### src/rtl/serial_shift_adder.sv
// rtl/serial_shift_adder.sv - serial LSB-first adder/subtractor with valid/ready handshakes
//
// Purpose:
//   Two WIDTH-bit operands are captured in parallel, then summed LSB-first,
//   BITS_PER_CYCLE bits per clock, with a carry flip-flop linking slices.
//   Subtraction is A + ~B + 1 (B inverted at capture, carry seeded with 1).
//
// Parameters:
//   WIDTH           operand/result width (>= 2)
//   BITS_PER_CYCLE  bits summed per clock (must divide WIDTH)
//
// Ports:
//   clk        in   rising-edge clock
//   reset      in   asynchronous active-high reset
//   in_valid   in   operand request valid
//   in_ready   out  block can accept an operand request
//   a, b       in   operands
//   sub        in   0: A+B, 1: A-B
//   out_valid  out  result valid, held until accepted
//   out_ready  in   consumer accepts the result
//   result     out  sum/difference
//   cout       out  final carry (sub mode: 1 = no borrow)
//   overflow   out  signed overflow
//   acc_sel    in   (SERIAL_ADDER_ACCUM_EN only) take A from the last result
//
// Optional feature macro: SERIAL_ADDER_ACCUM_EN
module serial_shift_adder #(
  parameter int WIDTH          = 16,
  parameter int BITS_PER_CYCLE = 1
) (
  input  logic             clk,
  input  logic             reset,
  input  logic             in_valid,
  output logic             in_ready,
  input  logic [WIDTH-1:0] a,
  input  logic [WIDTH-1:0] b,
  input  logic             sub,
  output logic             out_valid,
  input  logic             out_ready,
  output logic [WIDTH-1:0] result,
  output logic             cout,
  output logic             overflow
`ifdef SERIAL_ADDER_ACCUM_EN
  ,
  input  logic             acc_sel
`endif
);

  localparam int NSL = WIDTH / BITS_PER_CYCLE;
  localparam int CW  = $clog2(NSL + 1);

  generate
    if (WIDTH < 2 || (WIDTH % BITS_PER_CYCLE) != 0) begin : g_bad_cfg
      $error("serial_shift_adder: WIDTH must be >= 2 and a multiple of BITS_PER_CYCLE");
    end
  endgenerate

  localparam logic [1:0] IDLE  = 2'd0;
  localparam logic [1:0] SHIFT = 2'd1;
  localparam logic [1:0] DONE  = 2'd2;

  logic [1:0]                state_q, state_d;
  logic [WIDTH-1:0]          op_a_q, op_a_d;
  logic [WIDTH-1:0]          op_b_q, op_b_d;
  logic [WIDTH-1:0]          res_q, res_d;
  logic                      carry_q, carry_d;
  logic                      cout_q, cout_d;
  logic                      ovf_q, ovf_d;
  logic [CW-1:0]             cnt_q, cnt_d;

  logic [BITS_PER_CYCLE-1:0] a_sl, b_sl;
  logic [BITS_PER_CYCLE:0]   slice_sum;
  logic                      msb_cin;
  logic                      accept;
  logic                      last_shift;
  logic                      shift_done;
  logic [WIDTH-1:0]          a_src;

  assign in_ready  = (state_q == IDLE) | ((state_q == DONE) & out_ready);
  assign out_valid = (state_q == DONE);
  assign accept    = in_valid & in_ready;
  assign result    = res_q;
  assign cout      = cout_q;
  assign overflow  = ovf_q;

`ifdef SERIAL_ADDER_ACCUM_EN
  // res_q only changes in SHIFT, and acceptance never happens in SHIFT, so
  // here it always holds the last completed result (0 after reset).
  assign a_src = acc_sel ? res_q : a;
`else
  assign a_src = a;
`endif

  assign a_sl       = op_a_q[BITS_PER_CYCLE-1:0];
  assign b_sl       = op_b_q[BITS_PER_CYCLE-1:0];
  assign slice_sum  = {1'b0, a_sl} + {1'b0, b_sl} + {{BITS_PER_CYCLE{1'b0}}, carry_q};
  // Carry into the top bit of this slice, recovered from that bit's sum.
  assign msb_cin    = a_sl[BITS_PER_CYCLE-1] ^ b_sl[BITS_PER_CYCLE-1] ^ slice_sum[BITS_PER_CYCLE-1];
  assign last_shift = (cnt_q == CW'(NSL - 1));
  assign shift_done = (cnt_q == CW'(NSL));

  always_comb begin
    state_d = state_q;
    op_a_d  = op_a_q;
    op_b_d  = op_b_q;
    res_d   = res_q;
    carry_d = carry_q;
    cout_d  = cout_q;
    ovf_d   = ovf_q;
    cnt_d   = cnt_q;

    case (state_q)
      IDLE: ;
      SHIFT: begin
        if (!shift_done) begin
          op_a_d  = op_a_q >> BITS_PER_CYCLE;
          op_b_d  = op_b_q >> BITS_PER_CYCLE;
          // New slice enters from the MSB end; after NSL slices the LSB slice sits at bit 0.
          res_d   = WIDTH'({slice_sum[BITS_PER_CYCLE-1:0], res_q} >> BITS_PER_CYCLE);
          carry_d = slice_sum[BITS_PER_CYCLE];
          cnt_d   = cnt_q + CW'(1);
          if (last_shift) begin
            cout_d = slice_sum[BITS_PER_CYCLE];
            ovf_d  = msb_cin ^ slice_sum[BITS_PER_CYCLE];
          end
        end else begin
          // Extra cycle after the final slice gives the documented N+1 latency.
          state_d = DONE;
        end
      end
      DONE: begin
        if (out_ready) state_d = IDLE;
      end
      default: state_d = IDLE;
    endcase

    if (accept) begin
      state_d = SHIFT;
      op_a_d  = a_src;
      op_b_d  = sub ? ~b : b;
      carry_d = sub;
      cnt_d   = '0;
    end
  end

  always_ff @(posedge clk or posedge reset) begin
    if (reset) begin
      state_q <= IDLE;
      op_a_q  <= '0;
      op_b_q  <= '0;
      res_q   <= '0;
      carry_q <= 1'b0;
      cout_q  <= 1'b0;
      ovf_q   <= 1'b0;
      cnt_q   <= '0;
    end else begin
      state_q <= state_d;
      op_a_q  <= op_a_d;
      op_b_q  <= op_b_d;
      res_q   <= res_d;
      carry_q <= carry_d;
      cout_q  <= cout_d;
      ovf_q   <= ovf_d;
      cnt_q   <= cnt_d;
    end
  end

endmodule

### config.mk
export PLATFORM = sky130hd
export DESIGN_NAME = serial_shift_adder
export DESIGN_NICKNAME = d
export VERILOG_FILES = /design/src/rtl/serial_shift_adder.sv
export SDC_FILE = /design/constraint.sdc
export NUM_CORES = 1
export LEC_CHECK = 0
export CAP_MARGIN = 20
export CORE_MARGIN = 5
export CORE_UTILIZATION = 51
export DETAILED_ROUTE_END_ITERATION = 16
export PLACE_DENSITY = 0.8
export SYNTH_ARGS = -nofsm -noshare
export SYNTH_HDL_FRONTEND = slang
export SYNTH_SLANG_ARGS = --single-unit
### constraint.sdc
create_clock -name clk -period 2.1 [get_ports clk]
set_input_delay 0.42 -clock clk [delete_from_list [all_inputs] [get_ports clk]]
set_output_delay 0.42 -clock clk [all_outputs]
set_load 0.05 [all_outputs]
==> metrics.md <==
| Metric | Value |
|---|---|
| Buffers added on ports | `56` |
| Commonest non-fill, non-tap cells in the layout | `dfrtp_1 (58), clkdlybuf4s50_1 (54), a221o_1 (31)` |
| Number of nets produced by synthesis | `around 260` |
| Die X | `around 84 um` |
| Number of global-route vias before repair | `between 1.5k and 2k` |
| 1st-iter DRT viols | `94` |
| Static leakage power | `between 0.0015 and 0.002 uW` |
| Number of distinct library cells after synthesis | `33` |
| TritonCTS clock tree | `done` |
| Global-route total usage across every layer | `between 15 and 20%` |
| Routed via count | `just under 2k` |
| Final-report setup violation count | `0` |
| Overall die height | `83.8 um` |
| Pin count of the biggest net entering global routing | `between 50 and 60` |
| Worst Setup Path Type | `reg2out` |
| Number of design rule violations left after detail routing | `0` |
| Rows | `26` |
| Count of max-cap constraint violations | `0` |
| Data arrival, critical path | `between 1500 and 2000 ps` |
| Multiplexer share of the synthesized area | `~8.2%` |
| Source-to-sink clock delay at the later pin of the worst-skew pair | `between 300 and 400 ps` |
| Cell class contributing the biggest share of worst-path delay | `buffers and inverters` |
| Critical path required time | `between 1500 and 2000 ps` |
| Maximum buffer depth of the clock tree | `2` |
| Global-route wire length before repair | `about 9.3 mm` |
| Final Core Density | `just under 70%` |
| Area enclosed by the die boundary | `around 7000 um2` |
| Crit path capture type | `output port` |
| Final routed wire length divided by cell count | `16.3 um` |
| Clock skew | `~8.5 ps` |
| Setup TNS Final | `0 ps` |
| Avg Vias per Cell | `between 5 and 6` |
| Xor and xnor fraction of the mapped netlist area | `5.99%` |
| Number of inserted diodes | `0` |
| Commonest non-fill, non-tap cell in the layout | `dfrtp_1` |
| Synth Area in Adders | `under 10%` |
| Cell with the largest stage delay on the worst path | `clkdlybuf4s50_1` |
| Gates resized, CTS repair | `0` |
| Peak fanout along the critical path | `3` |
| Number of warning messages in the yosys log | `0` |
| Routability congestion estimate | `0.748` |
| # clock sinks | `58` |
| Number of pins with negative max-slew slack in the final report | `0` |
| Synthesized instance count | `approximately 210` |
| Hold WC Path Type | `in2async` |
| Basic-gate share of the synthesized area counting and, or, nand and nor cells | `10.2%` |
| Hold-fix buffer count after cts | `0` |
| Largest family of logic cells by synthesized area | `compound AO/OA/AOI/OAI gates` |
| Final Hold Vio Count | `0` |
| Fin crit period | `1980 ps` |
| Total standard cell area after synthesis | `between 2000 and 3000 um2` |
| Number of ports placed on the die boundary | `57` |
| Initial DRT Pass Iterations | `4` |
| H-tree Lvls | `3` |
| Hpwl dp | `3.66 mm` |
| Reg2reg setup slack | `~250 ps` |
| Cells along the critical path | `clkdlybuf4s50_1` |
| Pwr dens | `roughly 1700 nW/um2` |
| Result of the run | `finished clean` |
| Worst slew pin tran | `roughly 500 ps` |
| Share of the synthesized area in compound gates (AO/OA/AOI/OAI) | `roughly 15%` |
| Clock transition time at the flip-flop clock pins of the worst setup and hold paths | `roughly 70 ps` |
| Rel. slew slack | `between 60% and 70%` |
| Fmax | `~0.50 GHz` |
| Share of layout cells above drive strength 1 | `between 15 and 20%` |
| Remaining antenna violation count | `0` |
| Post-CTS setup buffer count | `0` |
| Wire length reported by the detailed router | `5.65 mm` |
| Maximum single-stage delay on the critical path | `between 800 and 900 ps` |
| Filler instances | `between 400 and 500` |
| Unrepaired setup endpoints after global routing | `false` |
| CP Buf/Inv Count | `1` |
| Area inside the core boundary | `between 5000 and 6000 um2` |
| Type of element launching the critical path | `flop` |
| Mean post-synth cell area | `~13 um2` |
| Portion of the clock cycle consumed by the worst path in the final layout | `between 90% and 100%` |
| CTS Buf Count | `9` |
| Number of antenna violations at the first check in global routing | `0` |
| Worst R2R Path Depth | `3` |
| Synth-to-Final Area Change | `30.2%` |
| Fraction of the yosys area taken by sequential cells | `a little over half` |
| Worst IR drop on VDD | `1.22 mV` |
| Initial Util | `~53%` |
| Flop and latch count out of synthesis | `58` |
| Critical register-to-register path startpoint | `state_q[1]` |
| Clock root buffer master | `clkbuf_8` |
| Endpoint of the worst-slack reg-to-reg timing path | `result[13]` |
| Final global-route overflow total | `0` |
| Total number of nets in the final design | `~310` |
## metal layers
| layer | share of wire [%] | vias to the layer above | track usage, % |
|---|---|---|---|
| li1 | - | 920 | - |
| met1 | 45 | 961 | 22.9 |
| met2 | 46 | 76 | 23.9 |
| met3 | 7.7 | 6 | 5.03 |
| met4 | 0.87 | 0 | 7.31 |
| met5 | 0 | - | 0 |
## cell type report
cell class / instances / area (um2) / area share [%]
clock inverters: 6 / 88.8 / 2.46
clock buffers: 10 / 138 / 3.81
repair buffers: 65 / 661 / 18.3
flip-flops and latches: 58 / 1450 / 40.1
multi-input cells: 130 / 1160 / 32.2
well taps: 70 / 87.6 / 2.42
inverters: 7 / 26.3 / 0.727
## synth_stat cells (all sizes together)
master,n,area [um2]
a31oi,3,18.8
a22o,3,26.3
and2b,1,10.0
nand4bb,1,27.5
nand4b,1,8.76
buf,16,124
nand2,1,3.75
dfrtp,58,1450
a221o,31,310
xor2,1,8.76
o2bb2ai,1,8.76
and3,17,106
a21oi,2,10.0
a2bb2oi,1,26.3
inv,7,26.3
a211oi,1,7.51
nor2,2,7.51
nor2b,2,12.5
and2,1,8.76
o21ai,2,10.0
a31o,1,8.76
fa,1,20.0
mux2,17,229
clkbuf,3,11.3
nand2b,2,12.5
ha,3,37.5
nand3,1,5.00
or3,1,6.26
nor3,15,75.1
xnor2,18,158
## tightest hold or removal path, delay by kind of cell
family | cells | cell delay, ps
buf+inv | 3 | 750
## worst max path at each step
stage                          start    endpoint  slack (ps)  cells after the start
after CTS                 result[14]  result[14]          90                      1
final                     result[14]  result[14]         120                      1
after detailed placement   out_ready   op_a_q[6]         100                      5
after global placement     out_ready   op_a_q[8]         160                      5
after floorplan           state_q[1]    in_ready         160                      4
after global routing      result[14]  result[14]          70                      1
## flip-flops by register name (all words and copies together) (netlist names)
register  count
op_a_q       16
op_b_q       16
result       16
cnt_q         5
state_q       2
carry_q       1
cout          1
overflow      1
## power by group
group | switching, uW | total [uW] | internal (uW)
combinational | 1530 | 2970 | 1440
sequential | 359 | 2000 | 1640
clock | 468 | 1170 | 702
## metrics by stage
step / power [uW] / area (um2) / setup slack [ps] / hold slack [ps] / instances
CTS: 6170 / 3620 / 90.5 / 466 / 346
finish: 6140 / 3620 / 118 / 453 / 346
detailed placement: 4970 / 3390 / 98.1 / 473 / 330
global route: 6470 / 3620 / 66.4 / 473 / 346
floorplan: 4290 / 2780 / 162 / 458 / 214
global placement: 4870 / 3390 / 161 / 478 / 330
## logic make-up (layout without fill, tap and decap cells)
group           count (synthesis)  count (layout)
compound gates                 45              45
fa+ha+maj                       4               4
mux                            17              17
flops                          58              58
buf+inv                        26              88
xor+xnor                       19              19
simple gates                   45              45
No activity file was read; power rests on OpenSTA's default activity.
